File: src/rtl/spike_pkg.sv
// -----------------------------------------------------------------------------
// spike_pkg
// Shared definitions for the spike-rate decoder: controller state encoding and
// default sizing constants. Imported by spike_rate_decoder.
// -----------------------------------------------------------------------------
package spike_pkg;

  // Controller states: IDLE holds the window logic cleared, COUNT accumulates.
  typedef enum logic {
    ST_IDLE  = 1'b0,
    ST_COUNT = 1'b1
  } state_e;

  localparam int DEF_WINDOW_LOG2 = 8;
  localparam int DEF_COUNT_W     = 8;
  localparam int DEF_ISI_W       = 8;

endpackage

File: src/rtl/spike_rate_decoder_rate_out_buf.sv
// -----------------------------------------------------------------------------
// rate_out_buf
// Single-entry valid/ready holding register for completed window results.
// A new result is accepted when the buffer is empty or is being taken in the
// same cycle; otherwise it is dropped and the sticky overrun flag is raised.
//
// Ports:
//   clk, rst        clock, asynchronous active-high reset
//   load_i          a new result is presented this cycle
//   data_i, sat_i   result count and saturation flag
//   ready_i         consumer accepts the held result
//   overrun_clr_i   clears the sticky overrun flag (a drop wins over clear)
//   data_o, sat_o   held result (kept after it is taken)
//   valid_o         held result has not been taken yet
//   overrun_o       sticky: at least one result was dropped
// -----------------------------------------------------------------------------
module rate_out_buf #(
  parameter int DATA_W = 8
) (
  input  logic              clk,
  input  logic              rst,
  input  logic              load_i,
  input  logic [DATA_W-1:0] data_i,
  input  logic              sat_i,
  input  logic              ready_i,
  input  logic              overrun_clr_i,
  output logic [DATA_W-1:0] data_o,
  output logic              sat_o,
  output logic              valid_o,
  output logic              overrun_o
);

  logic [DATA_W-1:0] data_q, data_d;
  logic              sat_q, sat_d;
  logic              valid_q, valid_d;
  logic              overrun_q, overrun_d;
  logic              take_s;
  logic              accept_s;
  logic              drop_s;

  assign take_s   = valid_q & ready_i;
  assign accept_s = load_i & (~valid_q | take_s);
  assign drop_s   = load_i & valid_q & ~ready_i;

  // Next-state for the holding register, valid flag and sticky overrun.
  always_comb begin
    data_d    = data_q;
    sat_d     = sat_q;
    valid_d   = valid_q;
    overrun_d = overrun_q;
    if (accept_s) begin
      data_d  = data_i;
      sat_d   = sat_i;
      valid_d = 1'b1;
    end else if (take_s) begin
      valid_d = 1'b0;
    end else begin
      valid_d = valid_q;
    end
    // Setting has priority so a drop coinciding with a clear is never lost.
    if (drop_s) begin
      overrun_d = 1'b1;
    end else if (overrun_clr_i) begin
      overrun_d = 1'b0;
    end else begin
      overrun_d = overrun_q;
    end
  end

  // Buffer state registers.
  always_ff @(posedge clk or posedge rst) begin
    if (rst) begin
      data_q    <= {DATA_W{1'b0}};
      sat_q     <= 1'b0;
      valid_q   <= 1'b0;
      overrun_q <= 1'b0;
    end else begin
      data_q    <= data_d;
      sat_q     <= sat_d;
      valid_q   <= valid_d;
      overrun_q <= overrun_d;
    end
  end

  assign data_o    = data_q;
  assign sat_o     = sat_q;
  assign valid_o   = valid_q;
  assign overrun_o = overrun_q;

endmodule

File: src/rtl/spike_rate_decoder.sv
// -----------------------------------------------------------------------------
// spike_rate_decoder
// Decodes a 1-bit spike stream into a firing rate: spikes are counted over a
// window of 2**WINDOW_LOG2 cycles and each window's count is offered through a
// single-entry valid/ready buffer (rate_out_buf).
//
// Optional feature: define SPIKE_ISI_EN to add the inter-spike-interval
// measurement and the isi_out port (and the ISI_W parameter).
//
// Ports:
//   clk, rst      clock, asynchronous active-high reset
//   en            enable; low returns to idle and discards the partial window
//   spike         one spike per high cycle
//   rate_out      spike count of the last completed window (saturating)
//   rate_sat      count saturated during that window
//   rate_valid    rate_out/rate_sat hold an untaken result
//   rate_ready    consumer accepts the result
//   overrun       sticky: a window result was dropped
//   overrun_clr   clears overrun
//   isi_out       last inter-spike interval in cycles (SPIKE_ISI_EN only)
// -----------------------------------------------------------------------------
module spike_rate_decoder
  import spike_pkg::*;
#(
  parameter int WINDOW_LOG2 = DEF_WINDOW_LOG2,
  parameter int COUNT_W     = DEF_COUNT_W
`ifdef SPIKE_ISI_EN
  ,
  parameter int ISI_W       = DEF_ISI_W
`endif
) (
  input  logic               clk,
  input  logic               rst,
  input  logic               en,
  input  logic               spike,
  output logic [COUNT_W-1:0] rate_out,
  output logic               rate_sat,
  output logic               rate_valid,
  input  logic               rate_ready,
  output logic               overrun,
  input  logic               overrun_clr
`ifdef SPIKE_ISI_EN
  ,
  output logic [ISI_W-1:0]   isi_out
`endif
);

  localparam logic [WINDOW_LOG2-1:0] WIN_MAX  = {WINDOW_LOG2{1'b1}};
  localparam logic [WINDOW_LOG2-1:0] WIN_ZERO = {WINDOW_LOG2{1'b0}};
  localparam logic [COUNT_W-1:0]     CNT_MAX  = {COUNT_W{1'b1}};
  localparam logic [COUNT_W-1:0]     CNT_ZERO = {COUNT_W{1'b0}};

  state_e                 state_q, state_d;
  logic [WINDOW_LOG2-1:0] win_q, win_d;
  logic [COUNT_W-1:0]     cnt_q, cnt_d;
  logic                   sat_q, sat_d;
  logic [COUNT_W-1:0]     cnt_inc_s;
  logic                   sat_inc_s;
  logic                   win_end_s;

  // The count including this cycle's spike; a spike arriving at full scale
  // is lost and flags the window as saturated.
  assign cnt_inc_s = (spike && (cnt_q != CNT_MAX)) ? (cnt_q + COUNT_W'(1)) : cnt_q;
  assign sat_inc_s = sat_q | (spike & (cnt_q == CNT_MAX));

  // Controller next-state: window counter, spike count and saturation flag.
  always_comb begin
    state_d   = state_q;
    win_d     = win_q;
    cnt_d     = cnt_q;
    sat_d     = sat_q;
    win_end_s = 1'b0;
    case (state_q)
      ST_IDLE: begin
        win_d = WIN_ZERO;
        cnt_d = CNT_ZERO;
        sat_d = 1'b0;
        if (en) begin
          state_d = ST_COUNT;
        end else begin
          state_d = ST_IDLE;
        end
      end
      ST_COUNT: begin
        if (!en) begin
          // Partial window is discarded; the next enable starts afresh.
          state_d = ST_IDLE;
          win_d   = WIN_ZERO;
          cnt_d   = CNT_ZERO;
          sat_d   = 1'b0;
        end else begin
          state_d = ST_COUNT;
          win_d   = win_q + WINDOW_LOG2'(1);
          if (win_q == WIN_MAX) begin
            // Result (cnt_inc_s) leaves now; the next window starts from zero.
            win_end_s = 1'b1;
            cnt_d     = CNT_ZERO;
            sat_d     = 1'b0;
          end else begin
            cnt_d = cnt_inc_s;
            sat_d = sat_inc_s;
          end
        end
      end
      default: begin
        state_d = ST_IDLE;
        win_d   = WIN_ZERO;
        cnt_d   = CNT_ZERO;
        sat_d   = 1'b0;
      end
    endcase
  end

  // Controller state registers.
  always_ff @(posedge clk or posedge rst) begin
    if (rst) begin
      state_q <= ST_IDLE;
      win_q   <= WIN_ZERO;
      cnt_q   <= CNT_ZERO;
      sat_q   <= 1'b0;
    end else begin
      state_q <= state_d;
      win_q   <= win_d;
      cnt_q   <= cnt_d;
      sat_q   <= sat_d;
    end
  end

  rate_out_buf #(
    .DATA_W(COUNT_W)
  ) u_rate_out_buf (
    .clk          (clk),
    .rst          (rst),
    .load_i       (win_end_s),
    .data_i       (cnt_inc_s),
    .sat_i        (sat_inc_s),
    .ready_i      (rate_ready),
    .overrun_clr_i(overrun_clr),
    .data_o       (rate_out),
    .sat_o        (rate_sat),
    .valid_o      (rate_valid),
    .overrun_o    (overrun)
  );

`ifdef SPIKE_ISI_EN
  localparam logic [ISI_W-1:0] ISI_MAX  = {ISI_W{1'b1}};
  localparam logic [ISI_W-1:0] ISI_ZERO = {ISI_W{1'b0}};

  logic [ISI_W-1:0] isi_cnt_q, isi_cnt_d;
  logic [ISI_W-1:0] isi_q, isi_d;
  logic [ISI_W-1:0] isi_inc_s;

  assign isi_inc_s = (isi_cnt_q == ISI_MAX) ? ISI_MAX : (isi_cnt_q + ISI_W'(1));

  // Interval counter: the reported interval includes the spike cycle itself.
  always_comb begin
    isi_cnt_d = isi_cnt_q;
    isi_d     = isi_q;
    if ((state_q == ST_COUNT) && en) begin
      if (spike) begin
        isi_d     = isi_inc_s;
        isi_cnt_d = ISI_ZERO;
      end else begin
        isi_cnt_d = isi_inc_s;
      end
    end else begin
      isi_cnt_d = ISI_ZERO;
    end
  end

  // Interval counter and result registers.
  always_ff @(posedge clk or posedge rst) begin
    if (rst) begin
      isi_cnt_q <= ISI_ZERO;
      isi_q     <= ISI_ZERO;
    end else begin
      isi_cnt_q <= isi_cnt_d;
      isi_q     <= isi_d;
    end
  end

  assign isi_out = isi_q;
`endif

endmodule
File: config.mk
export PLATFORM = sky130hd
export DESIGN_NAME = spike_rate_decoder
export DESIGN_NICKNAME = d
export VERILOG_FILES = /design/src/rtl/spike_pkg.sv /design/src/rtl/spike_rate_decoder_rate_out_buf.sv /design/src/rtl/spike_rate_decoder.sv
export SDC_FILE = /design/constraint.sdc
export NUM_CORES = 1
export LEC_CHECK = 0
export CORE_AREA = 2 2 60 62
export CTS_CLUSTER_SIZE = 20
export DETAILED_ROUTE_END_ITERATION = 6
export DIE_AREA = 0 0 62 64
export SYNTH_ARGS = -nofsm -noshare
export SYNTH_HDL_FRONTEND = slang
export SYNTH_SLANG_ARGS = --single-unit
File: constraint.sdc
create_clock -name clk -period 2.23 [get_ports clk]
set_clock_uncertainty 0.1 [all_clocks]
set_input_delay 0.446 -clock clk [delete_from_list [all_inputs] [get_ports clk]]
set_output_delay 0.446 -clock clk [all_outputs]
set_load 0.03 [all_outputs]
==> flow_summary.json <==
{
  "start_util": 0.438,
  "cts_resized": 0,
  "cp_max_fo": 3,
  "netlist_instances": 135,
  "p_sw_mw": 0.223,
  "cp_slowest_cell": "clkdlybuf4s50_1",
  "drtIter0Drc": 54,
  "grt_remaining_overflow": 0,
  "ys_seq_elements": 29,
  "final_layout_size_suffix_gt1_frac": 0.110,
  "vias_per_cell": 5.79,
  "p_leak_nw": 0.707,
  "clkPwrFrac": 0.485,
  "die_area_um2": 3970,
  "drv_slew": 0,
  "synth_simple_gate_area_frac": 0.229,
  "wl_per_cell_um": 15.4,
  "cts_tree": "yes",
  "drc_errors": 0,
  "yosys-top-cells-area": "dfrtp_1, and4_1, o41ai_1",
  "ys_seq_area_frac": 0.504,
  "synth_compound_area_frac": 0.184,
  "rsz0062_at_grt": "false",
  "max-vdd-ir-drop_uv": 398,
  "cp.arrival_ns": 1.41,
  "antennaDiodeCount": 0,
  "io_pins": 17,
  "fmax_mhz": 511,
  "syn_to_final_growth_pct": 21.7,
  "worstSetupEndpointType": "output pin",
  "grt_max_degree": 30,
  "tightestPinTransition_ns": 0.407,
  "pwr-share-comb": 0.037,
  "yosysWarnings": 0,
  "core_um2": 3280,
  "post-route-util": 0.533,
  "drtAntennaViolNets": 0,
  "root_buffer": "clkbuf_4",
  "yosysTopAreaCell": "dfrtp_1",
  "cts_buffers": 5,
  "internal_power_mw": 0.891,
  "drv_cap": 0,
  "finalSetupViolCount": 0,
  "critical_path_required_ns": 1.68,
  "rrSetupSlack_ns": 0.51,
  "synth.cell_area_um2": 1440,
  "relSlewSlack": 0.725,
  "cp_top_family": "buffers and inverters",
  "grt_pass1_vias": 1136,
  "synthAdderAreaFrac": 0.0174,
  "cts.sinks": 29,
  "hpwl_um": 2290,
  "synth_top_family_by_area": "simple AND/OR/NAND/NOR gates",
  "path_cells": "clkdlybuf4s50_1",
  "route.vias.total": 1164,
  "post_cts_buffers": 0,
  "rows": 21,
  "cp.buffers_inverters": 1,
  "htreeDepth": 2,
  "grt_pass1_wl_um": 5250,
  "clock_latency_ns": 0.34,
  "syn_area_per_cell_um2": 10.7,
  "worstSetupStartpointType": "flip-flop",
  "clockBufferDepth": 2,
  "hold_class": "primary input to async pin",
  "synth_xor_area_frac": 0.0183,
  "syn_nets": 143,
  "portBuffers": 16,
  "dr.pass1.iters": 4,
  "hold_buffers": 0,
  "num-nets-final": 162,
  "wl_um": 3090,
  "synth.area.mux_share": 0.00696,
  "die_x_um": 62,
  "clkTransAtPathRegs_ns": 0.10,
  "worstSetupPathType": "flip-flop to output pin",
  "gp_congestion": 0.785,
  "final-hold-violation-count": 0,
  "period_share": 0.877,
  "tns_ns": 0,
  "status": "completed",
  "sw_frac_of_total": 0.200,
  "finalCriticalPeriod_ns": 1.96,
  "grt_use_total": 0.180,
  "ys_types": 37,
  "power_density_nw_per_um2": 637,
  "antenna_found_initial": 0,
  "seq_power_share": 0.478,
  "cpPeakStageDelay_ns": 0.70,
  "synth_top_area_share": 0.504,
  "die_y_um": 64
}
[placed cells by master (no fill, tap or decap), types with 3 or more instances in the layout]
cell type / Yosys / routed
buf_4: 0 / 3
nand2_1: 5 / 5
nor3_1: 7 / 7
o21ai_0: 3 / 3
nor2_1: 6 / 6
and4_1: 6 / 6
clkbuf_4: 0 / 5
clkdlybuf4s50_1: 0 / 16
and3_1: 3 / 3
o31ai_1: 6 / 6
or3_1: 3 / 3
o41ai_1: 6 / 6
inv_1: 7 / 7
a41oi_1: 3 / 3
nand3_1: 5 / 5
a21oi_1: 8 / 8
nand4_1: 3 / 3
dfrtp_1: 29 / 29
a31oi_1: 4 / 4
[cell usage after synthesis]
cell type	n
a211o_1	1
a211oi_1	2
a21o_1	1
a21oi_1	8
a22oi_1	2
a31oi_1	4
a41oi_1	3
and2_1	2
and3_1	3
and4_1	6
and4_4	1
buf_2	3
clkbuf_1	3
clkbuf_2	1
dfrtp_1	29
ha_1	2
inv_1	7
mux2i_1	1
nand2_1	5
nand2b_1	1
nand3_1	5
nand3_2	1
nand4_1	3
nand4_4	2
nor2_1	6
nor2b_1	1
nor3_1	7
nor4_4	1
nor4b_1	1
o21ai_0	3
o21ai_2	1
o22ai_1	1
o31ai_1	6
o41ai_1	6
or3_1	3
xnor2_1	2
xor2_1	1
[cell families (layout without fill, tap and decap cells)]
logic type                 Yosys count  count (layout)
AOI/OAI and AO/OA                   38              38
xor gates and xnor gates             3               3
adders and majority gates            2               2
buffers and inverters               14              34
DFF                                 29              29
muxes                                1               1
and+or+nand+nor                     48              48
[per-stage QoR]
stage | power, mW | hold WS, ns | setup slack (ns) | cell area (um2) | cells
after floorplan | 0.567 | 0.349 | 0.641 | 1440 | 135
after CTS | 1.12 | 0.372 | 0.262 | 1750 | 201
final | 1.11 | 0.364 | 0.274 | 1750 | 201
after global routing | 1.15 | 0.388 | 0.219 | 1750 | 201
after detailed placement | 0.586 | 0.378 | 0.249 | 1650 | 193
after global placement | 0.586 | 0.371 | 0.298 | 1650 | 193
[layout make-up]
class	instances	area, um2
clock inverter	3	65.1
inverter	7	26.3
tap	46	57.6
clock buffer	5	37.5
sequential	29	726
fill	319	1530
timing repair buffer	19	183
multi-input combinational	92	656
[power groups by stage]
stage | clock [mW] | sequential, mW | combinational, mW
2_1_floorplan | 0 | 0.542 | 0.0250
3_3_place_gp | 0 | 0.543 | 0.0426
3_5_place_dp | 0 | 0.543 | 0.0429
4_1_cts | 0.549 | 0.533 | 0.0428
5_1_grt | 0.572 | 0.534 | 0.0475
6_report | 0.541 | 0.533 | 0.0414
[state kept, by name, summed over array words and instances, names as in the netlist]
register                  flops
cnt_q                         8
u_rate_out_buf.data_o         8
win_q                         8
sat_q                         1
state_q                       1
u_rate_out_buf.overrun_o      1
u_rate_out_buf.sat_o          1
u_rate_out_buf.valid_o        1
[routing by layer]
layer	vias up	global-route usage	wire length, um
met5	-	0	0
li1	570	-	-
met2	13	0.283	1590
met4	0	0.0878	72
met3	7	0.0425	99
met1	574	0.226	1330
[final timing paths]
check	start	endpoint	cells after the start
setup reg to reg	win_q[0]$_DFF_PP0_	u_rate_out_buf.sat_o$_DFFE_PP0P_	4
setup / recovery	u_rate_out_buf.valid_o$_DFFE_PP0P_	rate_valid	1
hold / removal	rst	win_q[5]$_DFF_PP0_	3
max in group asynchronous	rst	u_rate_out_buf.data_o[4]$_DFFE_PP0P_	3
min in group clk	win_q[0]$_DFF_PP0_	win_q[0]$_DFF_PP0_	1
hold reg to reg	win_q[0]$_DFF_PP0_	win_q[0]$_DFF_PP0_	1
(Power assumes the default switching activity.)
